===== src/rtl/clk_step_ctrl_if.sv =====
// clk_step_ctrl_if: board switch/key/halt inputs and CPU/display outputs of the step controller
//   master: drives SW_choose, SW_run, KEY_step, halt; observes the outputs
//   slave : the controller; drives cpu_tick, clk_light, tick_cnt, quick_low_led, run_led
interface clk_step_ctrl_if;
  logic       SW_choose;
  logic       SW_run;
  logic       KEY_step;
  logic       halt;
  logic       cpu_tick;
  logic       clk_light;
  logic [7:0] tick_cnt;
  logic       quick_low_led;
  logic       run_led;
  modport master (
    output SW_choose, SW_run, KEY_step, halt,
    input  cpu_tick, clk_light, tick_cnt, quick_low_led, run_led
  );
  modport slave (
    input  SW_choose, SW_run, KEY_step, halt,
    output cpu_tick, clk_light, tick_cnt, quick_low_led, run_led
  );
endinterface


===== src/rtl/clk_step_ctrl.sv =====
// clk_step_ctrl: CPU execute-enable generator (fast/slow run or debounced single step) plus display refresh clock
//   clk   : board clock, rising edge
//   rst_n : synchronous active-low reset
//   bus   : slave side of clk_step_ctrl_if (async switches/key, halt in; cpu_tick, clk_light, tick_cnt, LEDs out)
module clk_step_ctrl #(
  parameter int FAST_DIV   = 2_500_000,
  parameter int SLOW_DIV   = 25_000_000,
  parameter int LIGHT_DIV  = 50_000,
  parameter int DEB_CYCLES = 1_000_000
) (
  input  logic           clk,
  input  logic           rst_n,
  clk_step_ctrl_if.slave bus
);
  localparam int RMAX = FAST_DIV > SLOW_DIV ? FAST_DIV : SLOW_DIV;
  localparam int RW   = $clog2(RMAX);
  localparam int DW   = $clog2(DEB_CYCLES);
  localparam int LW   = $clog2(LIGHT_DIV + 1);
  localparam logic [RW-1:0] FAST_M1  = RW'(FAST_DIV - 1);
  localparam logic [RW-1:0] SLOW_M1  = RW'(SLOW_DIV - 1);
  localparam logic [DW-1:0] DEB_M1   = DW'(DEB_CYCLES - 1);
  localparam logic [LW-1:0] LIGHT_M1 = LW'(LIGHT_DIV - 1);
  logic          r_sc_m, r_sc_s, r_sc_p;
  logic          r_sr_m, r_sr_s, r_sr_p;
  logic          r_ky_m, r_ky_s;
  logic          r_deb_key, r_deb_prev, r_press;
  logic          r_tick, r_light;
  logic [DW-1:0] r_deb_cnt;
  logic [RW-1:0] r_rate_cnt;
  logic [LW-1:0] r_lt_cnt;
  logic [7:0]    r_tick_cnt;
  logic          w_sc_chg, w_sr_chg, w_chg, w_wrap, w_deb_hit, w_lt_wrap;
  logic [RW-1:0] w_div_m1;
  always_comb begin
    w_sc_chg  = r_sc_s != r_sc_p;
    w_sr_chg  = r_sr_s != r_sr_p;
    w_chg     = w_sc_chg | w_sr_chg;
    w_div_m1  = r_sc_s ? FAST_M1 : SLOW_M1;
    // >= rather than == so a switch to the shorter divider never overruns
    w_wrap    = r_rate_cnt >= w_div_m1;
    w_deb_hit = r_deb_cnt == DEB_M1;
    w_lt_wrap = r_lt_cnt == LIGHT_M1;
  end
  always_ff @(posedge clk) begin
    if (!rst_n) begin
      r_sc_m     <= 1'b0;
      r_sc_s     <= 1'b0;
      r_sc_p     <= 1'b0;
      r_sr_m     <= 1'b0;
      r_sr_s     <= 1'b0;
      r_sr_p     <= 1'b0;
      r_ky_m     <= 1'b1;
      r_ky_s     <= 1'b1;
      r_deb_key  <= 1'b1;
      r_deb_prev <= 1'b1;
      r_press    <= 1'b0;
      r_deb_cnt  <= '0;
      r_rate_cnt <= '0;
      r_tick     <= 1'b0;
      r_tick_cnt <= '0;
      r_lt_cnt   <= '0;
      r_light    <= 1'b0;
    end else begin
      r_sc_m     <= bus.SW_choose;
      r_sc_s     <= r_sc_m;
      r_sc_p     <= r_sc_s;
      r_sr_m     <= bus.SW_run;
      r_sr_s     <= r_sr_m;
      r_sr_p     <= r_sr_s;
      r_ky_m     <= bus.KEY_step;
      r_ky_s     <= r_ky_m;
      r_deb_cnt  <= (r_ky_s == r_deb_key || w_deb_hit) ? '0 : r_deb_cnt + DW'(1);
      if (r_ky_s != r_deb_key && w_deb_hit) r_deb_key <= r_ky_s;
      r_deb_prev <= r_deb_key;
      // only the press (1->0) edge of the debounced key counts
      r_press    <= r_deb_prev & ~r_deb_key;
      r_rate_cnt <= (w_chg | w_wrap) ? '0 : r_rate_cnt + RW'(1);
      // a switch change in a wrap cycle clears the counter and swallows that tick
      r_tick     <= ~bus.halt & (r_sr_s ? (w_wrap & ~w_chg) : (r_press & ~w_sr_chg));
      r_tick_cnt <= r_tick_cnt + {7'd0, r_tick};
      r_lt_cnt   <= w_lt_wrap ? '0 : r_lt_cnt + LW'(1);
      if (w_lt_wrap) r_light <= ~r_light;
    end
  end
  assign bus.cpu_tick      = r_tick;
  assign bus.clk_light     = r_light;
  assign bus.tick_cnt      = r_tick_cnt;
  assign bus.quick_low_led = r_sc_s;
  assign bus.run_led       = r_sr_s;
endmodule


===== src/flat_wrapper.sv =====
// flat-port wrapper written by rule: the top's interface ports become plain ports
module clk_step_ctrl_flat 
#(
  parameter int FAST_DIV   = 2_500_000,
  parameter int SLOW_DIV   = 25_000_000,
  parameter int LIGHT_DIV  = 50_000,
  parameter int DEB_CYCLES = 1_000_000
)
  (clk, rst_n, bus_SW_choose, bus_SW_run, bus_KEY_step, bus_halt, bus_cpu_tick, bus_clk_light, bus_tick_cnt, bus_quick_low_led, bus_run_led);
  clk_step_ctrl_if bus_i ();
  input  logic clk;
  input  logic rst_n;
  input wire logic [$bits(bus_i.SW_choose)-1:0] bus_SW_choose;
  input wire logic [$bits(bus_i.SW_run)-1:0] bus_SW_run;
  input wire logic [$bits(bus_i.KEY_step)-1:0] bus_KEY_step;
  input wire logic [$bits(bus_i.halt)-1:0] bus_halt;
  output wire logic [$bits(bus_i.cpu_tick)-1:0] bus_cpu_tick;
  output wire logic [$bits(bus_i.clk_light)-1:0] bus_clk_light;
  output wire logic [$bits(bus_i.tick_cnt)-1:0] bus_tick_cnt;
  output wire logic [$bits(bus_i.quick_low_led)-1:0] bus_quick_low_led;
  output wire logic [$bits(bus_i.run_led)-1:0] bus_run_led;
  assign bus_i.SW_choose = bus_SW_choose;
  assign bus_i.SW_run = bus_SW_run;
  assign bus_i.KEY_step = bus_KEY_step;
  assign bus_i.halt = bus_halt;
  assign bus_cpu_tick = bus_i.cpu_tick;
  assign bus_clk_light = bus_i.clk_light;
  assign bus_tick_cnt = bus_i.tick_cnt;
  assign bus_quick_low_led = bus_i.quick_low_led;
  assign bus_run_led = bus_i.run_led;
  clk_step_ctrl #(.FAST_DIV(FAST_DIV), .SLOW_DIV(SLOW_DIV), .LIGHT_DIV(LIGHT_DIV), .DEB_CYCLES(DEB_CYCLES)) u_core (.clk(clk), .rst_n(rst_n), .bus(bus_i));
endmodule

===== config.mk =====
export PLATFORM = sky130hd
export DESIGN_NAME = clk_step_ctrl_flat
export DESIGN_NICKNAME = d
export VERILOG_FILES = /design/src/rtl/clk_step_ctrl_if.sv /design/src/rtl/clk_step_ctrl.sv /design/src/flat_wrapper.sv
export SDC_FILE = /design/constraint.sdc
export NUM_CORES = 1
export LEC_CHECK = 0
export CAP_MARGIN = 25
export CELL_PAD_IN_SITES_DETAIL_PLACEMENT = 0
export CELL_PAD_IN_SITES_GLOBAL_PLACEMENT = 1
export CORE_ASPECT_RATIO = 0.6
export CORE_UTILIZATION = 50
export DETAILED_ROUTE_END_ITERATION = 8
export PLACE_DENSITY = 0.95
export SYNTH_ARGS = -nofsm -noshare
export SYNTH_HDL_FRONTEND = slang
export SYNTH_SLANG_ARGS = --single-unit

===== constraint.sdc =====
create_clock -name clk -period 4.5 [get_ports clk]
set_input_delay 0.45 -clock clk [delete_from_list [all_inputs] [get_ports clk]]
set_output_delay 0.45 -clock clk [all_outputs]
set_load 0.01 [all_outputs]

==> results.sh, run 1 <==
export IMPL_status="completed"
export IMPL_track_usage=0.202
export IMPL_antennaDiodeCount=0
export IMPL_place_congestion=0.760
export IMPL_timing_worst_setup_path_type="flop to flop"
export IMPL_flops_latches_synth=82
export IMPL_setup_total_negative_slack_ns=0
export IMPL_design_die_area_um2=7670
export IMPL_relative_slew_slack=0.508
export IMPL_num_cts_buffers=9
export IMPL_synth_yosys_seq_area_share=0.449
export IMPL_synth_commonest_cells="sky130_fd_sc_hd__dfxtp_1 (82), sky130_fd_sc_hd__nor2_1 (76), sky130_fd_sc_hd__xor2_1 (35), sky130_fd_sc_hd__nand3_1 (30), sky130_fd_sc_hd__xnor2_1 (28)"
export IMPL_route_detailed_vias_per_inst=5.28
export IMPL_placed_cells_incl_taps=501
export IMPL_period_needed_ns=2.63
export IMPL_leakagePower_nw=1.58
export IMPL_area_growth_syn_to_layout_pct=16.6
export IMPL_endpoint_kind="flop"
export IMPL_ys_async_sr_fraction=0
export IMPL_cts_repair_resize_count=0
export IMPL_sequential_cell_area_um2=1640
export IMPL_mappedNetlistNets=427
export IMPL_cts_tree="yes"
export IMPL_worst_path_most_repeated_cell="sky130_fd_sc_hd__nand4b_1"
export IMPL_hold_violations=0
export IMPL_first_iter_violations=150
export IMPL_largest_voltage_drop_on_the_vdd_net_v=0.000259
export IMPL_grt_start_max_net_pins=25
export IMPL_grt_first_pass_wirelength_um=11900
export IMPL_setup_viol=0
export IMPL_routed_wirelength_um=7050
export IMPL_first_global_vias=2478
export IMPL_fmax_mhz=381
export IMPL_synth_main_ff_cell="sky130_fd_sc_hd__dfxtp_1"
export IMPL_dr_pass1_iters=4
export IMPL_placement_io_buffers=17
export IMPL_fin_skew_ns=0.00368
export IMPL_post_route_period_util=0.584
export IMPL_pwr_density_cell_nw_per_um2=374
export IMPL_placeableCoreArea_um2=6880
export IMPL_clk_transition_reported_paths_ns=0.06
export IMPL_antenna_violations_before_repair=0
export IMPL_initial_utilization=0.532
export IMPL_tightestPinTransition_ns=0.736
export IMPL_detail_route_drc_violations=0
export IMPL_postCtsSetupRepairBufs=0
export IMPL_cpLargestDelayFamily="flip-flops"
export IMPL_fillers=588
export IMPL_cts_root_buffer_cell="sky130_fd_sc_hd__clkbuf_16"
export IMPL_row_count=23
export IMPL_worst_setup_path_start_kind="flop"
export IMPL_clkLatencyLatePin_ns=0.34
export IMPL_place_detailed_hpwl_um=4880
export IMPL_post_layout_nonfiller_instances=517
export IMPL_worstPathArrival_ns=2.85
export IMPL_timing_critical_path_slowest_stage_cell="sky130_fd_sc_hd__dfxtp_1"
export IMPL_yosysMostFrequentCell="sky130_fd_sc_hd__dfxtp_1"
export IMPL_die_x_um=112
export IMPL_synth_top_cells_by_area="sky130_fd_sc_hd__dfxtp_1 (45%), sky130_fd_sc_hd__xor2_1 (8.4%), sky130_fd_sc_hd__nor2_1 (7.8%), sky130_fd_sc_hd__xnor2_1 (6.7%), sky130_fd_sc_hd__ha_1 (6.2%)"
export IMPL_drt_wirelength_per_cell_um=13.6
export IMPL_design_portCount=18
export IMPL_final_layout_size_suffix_gt1_frac=0.0512
export IMPL_synth_warnings=0
export IMPL_synth_top_cell_by_area="sky130_fd_sc_hd__dfxtp_1"
export IMPL_critical_path_required_ns=4.73
export IMPL_post_synth_inst_count=403
export IMPL_yosysUniqueCellTypes=36
export IMPL_rsz0062_at_grt="false"
export IMPL_worst_case_clock_buffer_depth=2
export IMPL_critical_path_max_stage_delay_ns=0.63
export IMPL_clock_sink_count=82
export IMPL_path_buf_inv=2
export IMPL_die_h_um=68.3
export IMPL_multi_input_area_um2=1950
export IMPL_finalNetCount=449
export IMPL_h_tree_depth=3
export IMPL_synth_area_per_cell_um2=9.08
export IMPL_grt_overflow=0
export IMPL_vias=2730
export IMPL_timing_hold_worst_class="flop to flop"
export IMPL_mappedNetlistArea_um2=3660
export IMPL_path_cells="inv_1 -> ha_1 -> nand4b_1 -> o311ai_0 -> o22ai_1 -> nand4b_1 -> buf_8 -> nor2_1"
export IMPL_cap_violations=0
export IMPL_netlist_area_leader_share=0.449
export IMPL_cts_hold_fix_buffers=0
export IMPL_synth_enable_flop_cells=0
export IMPL_route_antenna_remaining_nets=0
export IMPL_critical_path_max_fanout=15
export IMPL_max_slew_vio_count=0
## layer usage
metal  part of all wire  global-route usage  vias up
met4             0.0078              0.0467        0
met5                  0                   0        -
met3              0.043              0.0771        6
met2               0.39               0.289       48
li1                   -                   -     1419
met1               0.56               0.286     1257
## worst paths after layout
kind,from,endpoint,slack [ns],depth (start not counted)
worst max register to register,u_core.bus.quick_low_led,u_core.r_rate_cnt[19],1.87,8
worst min-delay path,u_core.r_deb_prev,u_core.r_press,0.41,2
worst min register to register,u_core.r_deb_prev,u_core.r_press,0.41,2
worst max-delay path,u_core.bus.quick_low_led,u_core.r_rate_cnt[19],1.87,8
## per-stage QoR
step                       util  power [mW]  hold slack, ns  worst slack [ns]  area [um^2]
after floorplan               -       0.781           0.386              2.32         3660
after global placement    0.569       0.794           0.400              1.67         3910
after detailed placement  0.571       0.799           0.403              1.91         3930
after CTS                 0.620        1.62           0.417              1.89         4270
after global routing      0.620        1.65           0.430              1.65         4270
final                     0.620        1.60           0.414              1.87         4270
## kinds of logic (layout without fill, tap and decap cells)
logic type               Yosys count  count (layout)  share of synthesized area
adder cells (fa/ha/maj)           18              18                     0.0616
AND/OR/NAND/NOR                  202             202                      0.285
AO/OA/AOI/OAI                     19              19                     0.0318
multiplexers                       1               1                    0.00274
XOR/XNOR                          63              63                      0.151
buffers and inverters             18              45                     0.0195
flip-flops                        82              82                      0.449
## worst min-delay path: stages (launching register included)
cell	delay, ns
sky130_fd_sc_hd__dfxtp_1	0.30
sky130_fd_sc_hd__inv_1	0.04
sky130_fd_sc_hd__nor2_1	0.03
## final cells by class
| class | instances | area share |
|---|---|---|
| Clock buffer | 12 | 0.0625 |
| Clock inverter | 4 | 0.0170 |
| Inverter | 10 | 0.00880 |
| Multi-Input combinational cell | 303 | 0.456 |
| Sequential cell | 82 | 0.385 |
| Tap cell | 87 | 0.0255 |
| Timing Repair Buffer | 19 | 0.0452 |
## sequential cells by signal, summed over array words and instances, names as in the netlist
register / count
u_core.r_ky_s: 1
u_core.r_lt_cnt: 16
u_core.r_deb_cnt: 20
u_core.r_sc_p: 1
u_core.bus.run_led: 1
u_core.bus.clk_light: 1
u_core.r_sr_p: 1
u_core.r_press: 1
u_core.r_deb_prev: 1
u_core.bus.quick_low_led: 1
u_core.r_ky_m: 1
u_core.r_deb_key: 1
u_core.r_sc_m: 1
u_core.r_sr_m: 1
u_core.bus.cpu_tick: 1
u_core.r_rate_cnt: 25
u_core.bus.tick_cnt: 8
## cells in the final DEF, fill, tap and decap left out, drive strengths merged, types with 2 or more instances in the layout
cell and instances:
o21ai 3, bufinv 2, xor2 35, and4 5
xnor2 28, nor2 76, clkdlybuf4s50 17, and2 15
ha 18, nor4b 6, nand3 30, buf 2
nand4 15, inv 10, clkbuf 12, nand2b 4
nand4b 5, dfxtp 82, nand3b 2, nor3 8
nand2 21, a21oi 8, and3 10, nor4 2
## report_power, final
group / switching, mW / internal, mW
clock network: 0.283 / 0.530
registers: 0.00748 / 0.734
logic: 0.0237 / 0.0178
Note: power is estimated with default switching activity, not from simulation.
==> inputs of run 2 (changes only) <==
- CORE_UTILIZATION: 50 -> 46
- PLACE_DENSITY: 0.95 -> 0.9
- clock period: 4.5 -> 2.6 ns (I/O delays scaled with it)
==> results.sh, run 2 (synthesis gave the netlist of run 1 again) <==
export IMPL_clkLatencyLatePin_ns=0.33
export IMPL_critical_path_required_ns=2.82
export IMPL_hold_worst_slack_ns=0.418
export IMPL_routed_wirelength_um=7040
export IMPL_die_h_um=71.1
export IMPL_initial_utilization=0.489
export IMPL_pwr_density_cell_nw_per_um2=632
export IMPL_endpoint_kind="flop"
export IMPL_die_x_um=117
export IMPL_status="completed"
export IMPL_regMostFlops="u_core.r_rate_cnt"
export IMPL_drt_wirelength_per_cell_um=13.2
export IMPL_setup_total_negative_slack_ns=0
export IMPL_num_cts_buffers=9
export IMPL_worst_setup_path_start_kind="flop"
export IMPL_grt_first_pass_wirelength_um=12000
export IMPL_placeableCoreArea_um2=7480
export IMPL_leakagePower_nw=1.57
export IMPL_cts_tree="yes"
export IMPL_cts_hold_fix_buffers=0
export IMPL_tightestPinTransition_ns=0.759
export IMPL_route_detailed_vias_per_inst=5.11
export IMPL_fin_skew_ns=0.00540
export IMPL_worstPathArrival_ns=2.35
export IMPL_placed_cells_incl_taps=519
export IMPL_fmax_mhz=469
export IMPL_timing_final_ws_setup_ns=0.469
export IMPL_critical_path_max_fanout=25
export IMPL_reg_largest_list="u_core.r_rate_cnt x25, u_core.r_deb_cnt x20, u_core.r_lt_cnt x16"
export IMPL_period_needed_ns=2.13
export IMPL_largest_reg_flops=25
export IMPL_design_portCount=18
export IMPL_design_die_area_um2=8330
export IMPL_grt_start_max_net_pins=26
export IMPL_finalNetCount=450
export IMPL_relative_slew_slack=0.492
export IMPL_setup_viol=0
export IMPL_dr_pass1_iters=4
export IMPL_antenna_violations_before_repair=0
export IMPL_layout_commonest_cell="sky130_fd_sc_hd__dfxtp_1"
export IMPL_h_tree_depth=3
export IMPL_timing_worst_setup_path_type="flop to flop"
export IMPL_cts_repair_resize_count=0
export IMPL_area_growth_syn_to_layout_pct=16.7
export IMPL_fillers=650
export IMPL_vias=2735
export IMPL_first_global_vias=2468
export IMPL_place_detailed_hpwl_um=4990
export IMPL_worst_case_clock_buffer_depth=2
export IMPL_hold_violations=0
export IMPL_grt_overflow=0
export IMPL_route_antenna_remaining_nets=0
export IMPL_cap_violations=0
export IMPL_place_congestion=0.879
export IMPL_clk_transition_reported_paths_ns=0.06
export IMPL_detailedPlace_worstSlack_ns=0.507
export IMPL_rsz0062_at_grt="false"
export IMPL_clock_sink_count=82
export IMPL_final_layout_size_suffix_gt1_frac=0.0510
export IMPL_antennaDiodeCount=0
export IMPL_timing_hold_worst_class="flop to flop"
export IMPL_placement_io_buffers=17
export IMPL_track_usage=0.193
export IMPL_post_layout_nonfiller_instances=535
export IMPL_postCtsSetupRepairBufs=0
export IMPL_most_used_cells_in_the_layout_excluding_fill_and_tap_cells="sky130_fd_sc_hd__dfxtp_1 (82), sky130_fd_sc_hd__nor2_1 (76), sky130_fd_sc_hd__xor2_1 (35), sky130_fd_sc_hd__nand3_1 (30), sky130_fd_sc_hd__xnor2_1 (28)"
export IMPL_detail_route_drc_violations=0
export IMPL_max_slew_vio_count=0
export IMPL_cts_root_buffer_cell="sky130_fd_sc_hd__clkbuf_16"
export IMPL_first_iter_violations=172
export IMPL_row_count=24
export IMPL_post_route_period_util=0.820
export IMPL_largest_voltage_drop_on_the_vdd_net_v=0.000433
run 2: cell types whose count changed in the layout (fill, tap and decap cells not counted):
cell                       before  now
sky130_fd_sc_hd__buf_4          1    3
sky130_fd_sc_hd__buf_8          1    0
sky130_fd_sc_hd__clkbuf_1       0    1
sky130_fd_sc_hd__clkbuf_8       3    1
sky130_fd_sc_hd__clkinv_2       1    2
run 2: worst max-delay path, cell delays in order, from the launching register on:
cell	delay (ns)
sky130_fd_sc_hd__dfxtp_1	0.35
sky130_fd_sc_hd__buf_4	0.19
sky130_fd_sc_hd__ha_1	0.29
sky130_fd_sc_hd__nand4b_1	0.15
sky130_fd_sc_hd__nor4_1	0.34
sky130_fd_sc_hd__o22ai_1	0.15
sky130_fd_sc_hd__nand4b_1	0.14
sky130_fd_sc_hd__buf_4	0.29
sky130_fd_sc_hd__nor2_1	0.09
run 2: layout make-up:
class / instances / area, um^2 / area share
clock inverter: 5 / 77.6 / 0.0182
inverter: 10 / 37.5 / 0.00880
sequential: 82 / 1640 / 0.385
clock buffer: 11 / 243 / 0.0569
tap: 104 / 130 / 0.0305
multi-input combinational: 303 / 1950 / 0.456
timing repair buffer: 20 / 193 / 0.0451
run 2: report_power, final:
| part | switching [mW] | leakage, nW | internal (mW) |
|---|---|---|---|
| Clock | 0.484 | 0.156 | 0.863 |
| Combinational | 0.0405 | 0.754 | 0.0294 |
| Sequential | 0.0114 | 0.663 | 1.27 |
| Total | 0.536 | 1.57 | 2.16 |
run 2: final timing paths:
| path | cells after the start | to | from | slack, ns |
|---|---|---|---|---|
| setup / recovery | 8 | u_core.r_rate_cnt[11] | u_core.bus.quick_low_led | 0.47 |
| hold / removal | 1 | u_core.r_ky_s | u_core.r_ky_m | 0.42 |
| setup reg to reg | 8 | u_core.r_rate_cnt[11] | u_core.bus.quick_low_led | 0.47 |
| hold reg to reg | 1 | u_core.r_ky_s | u_core.r_ky_m | 0.42 |
run 2: through the flow:
step / util / cell area (um^2) / power [mW]
finish: 0.571 / 4270 / 2.70
global route: 0.571 / 4270 / 2.81
CTS: 0.571 / 4270 / 2.74
detailed placement: 0.528 / 3950 / 1.38
global placement: 0.528 / 3950 / 1.38
floorplan: - / 3660 / 1.35
run 2: routing by layer:
layer	vias to the layer above	part of all wire	global-route usage
met5	-	0	0
met4	0	0.0078	0.0492
met3	6	0.073	0.0865
met2	61	0.36	0.234
met1	1249	0.56	0.297
li1	1419	-	-
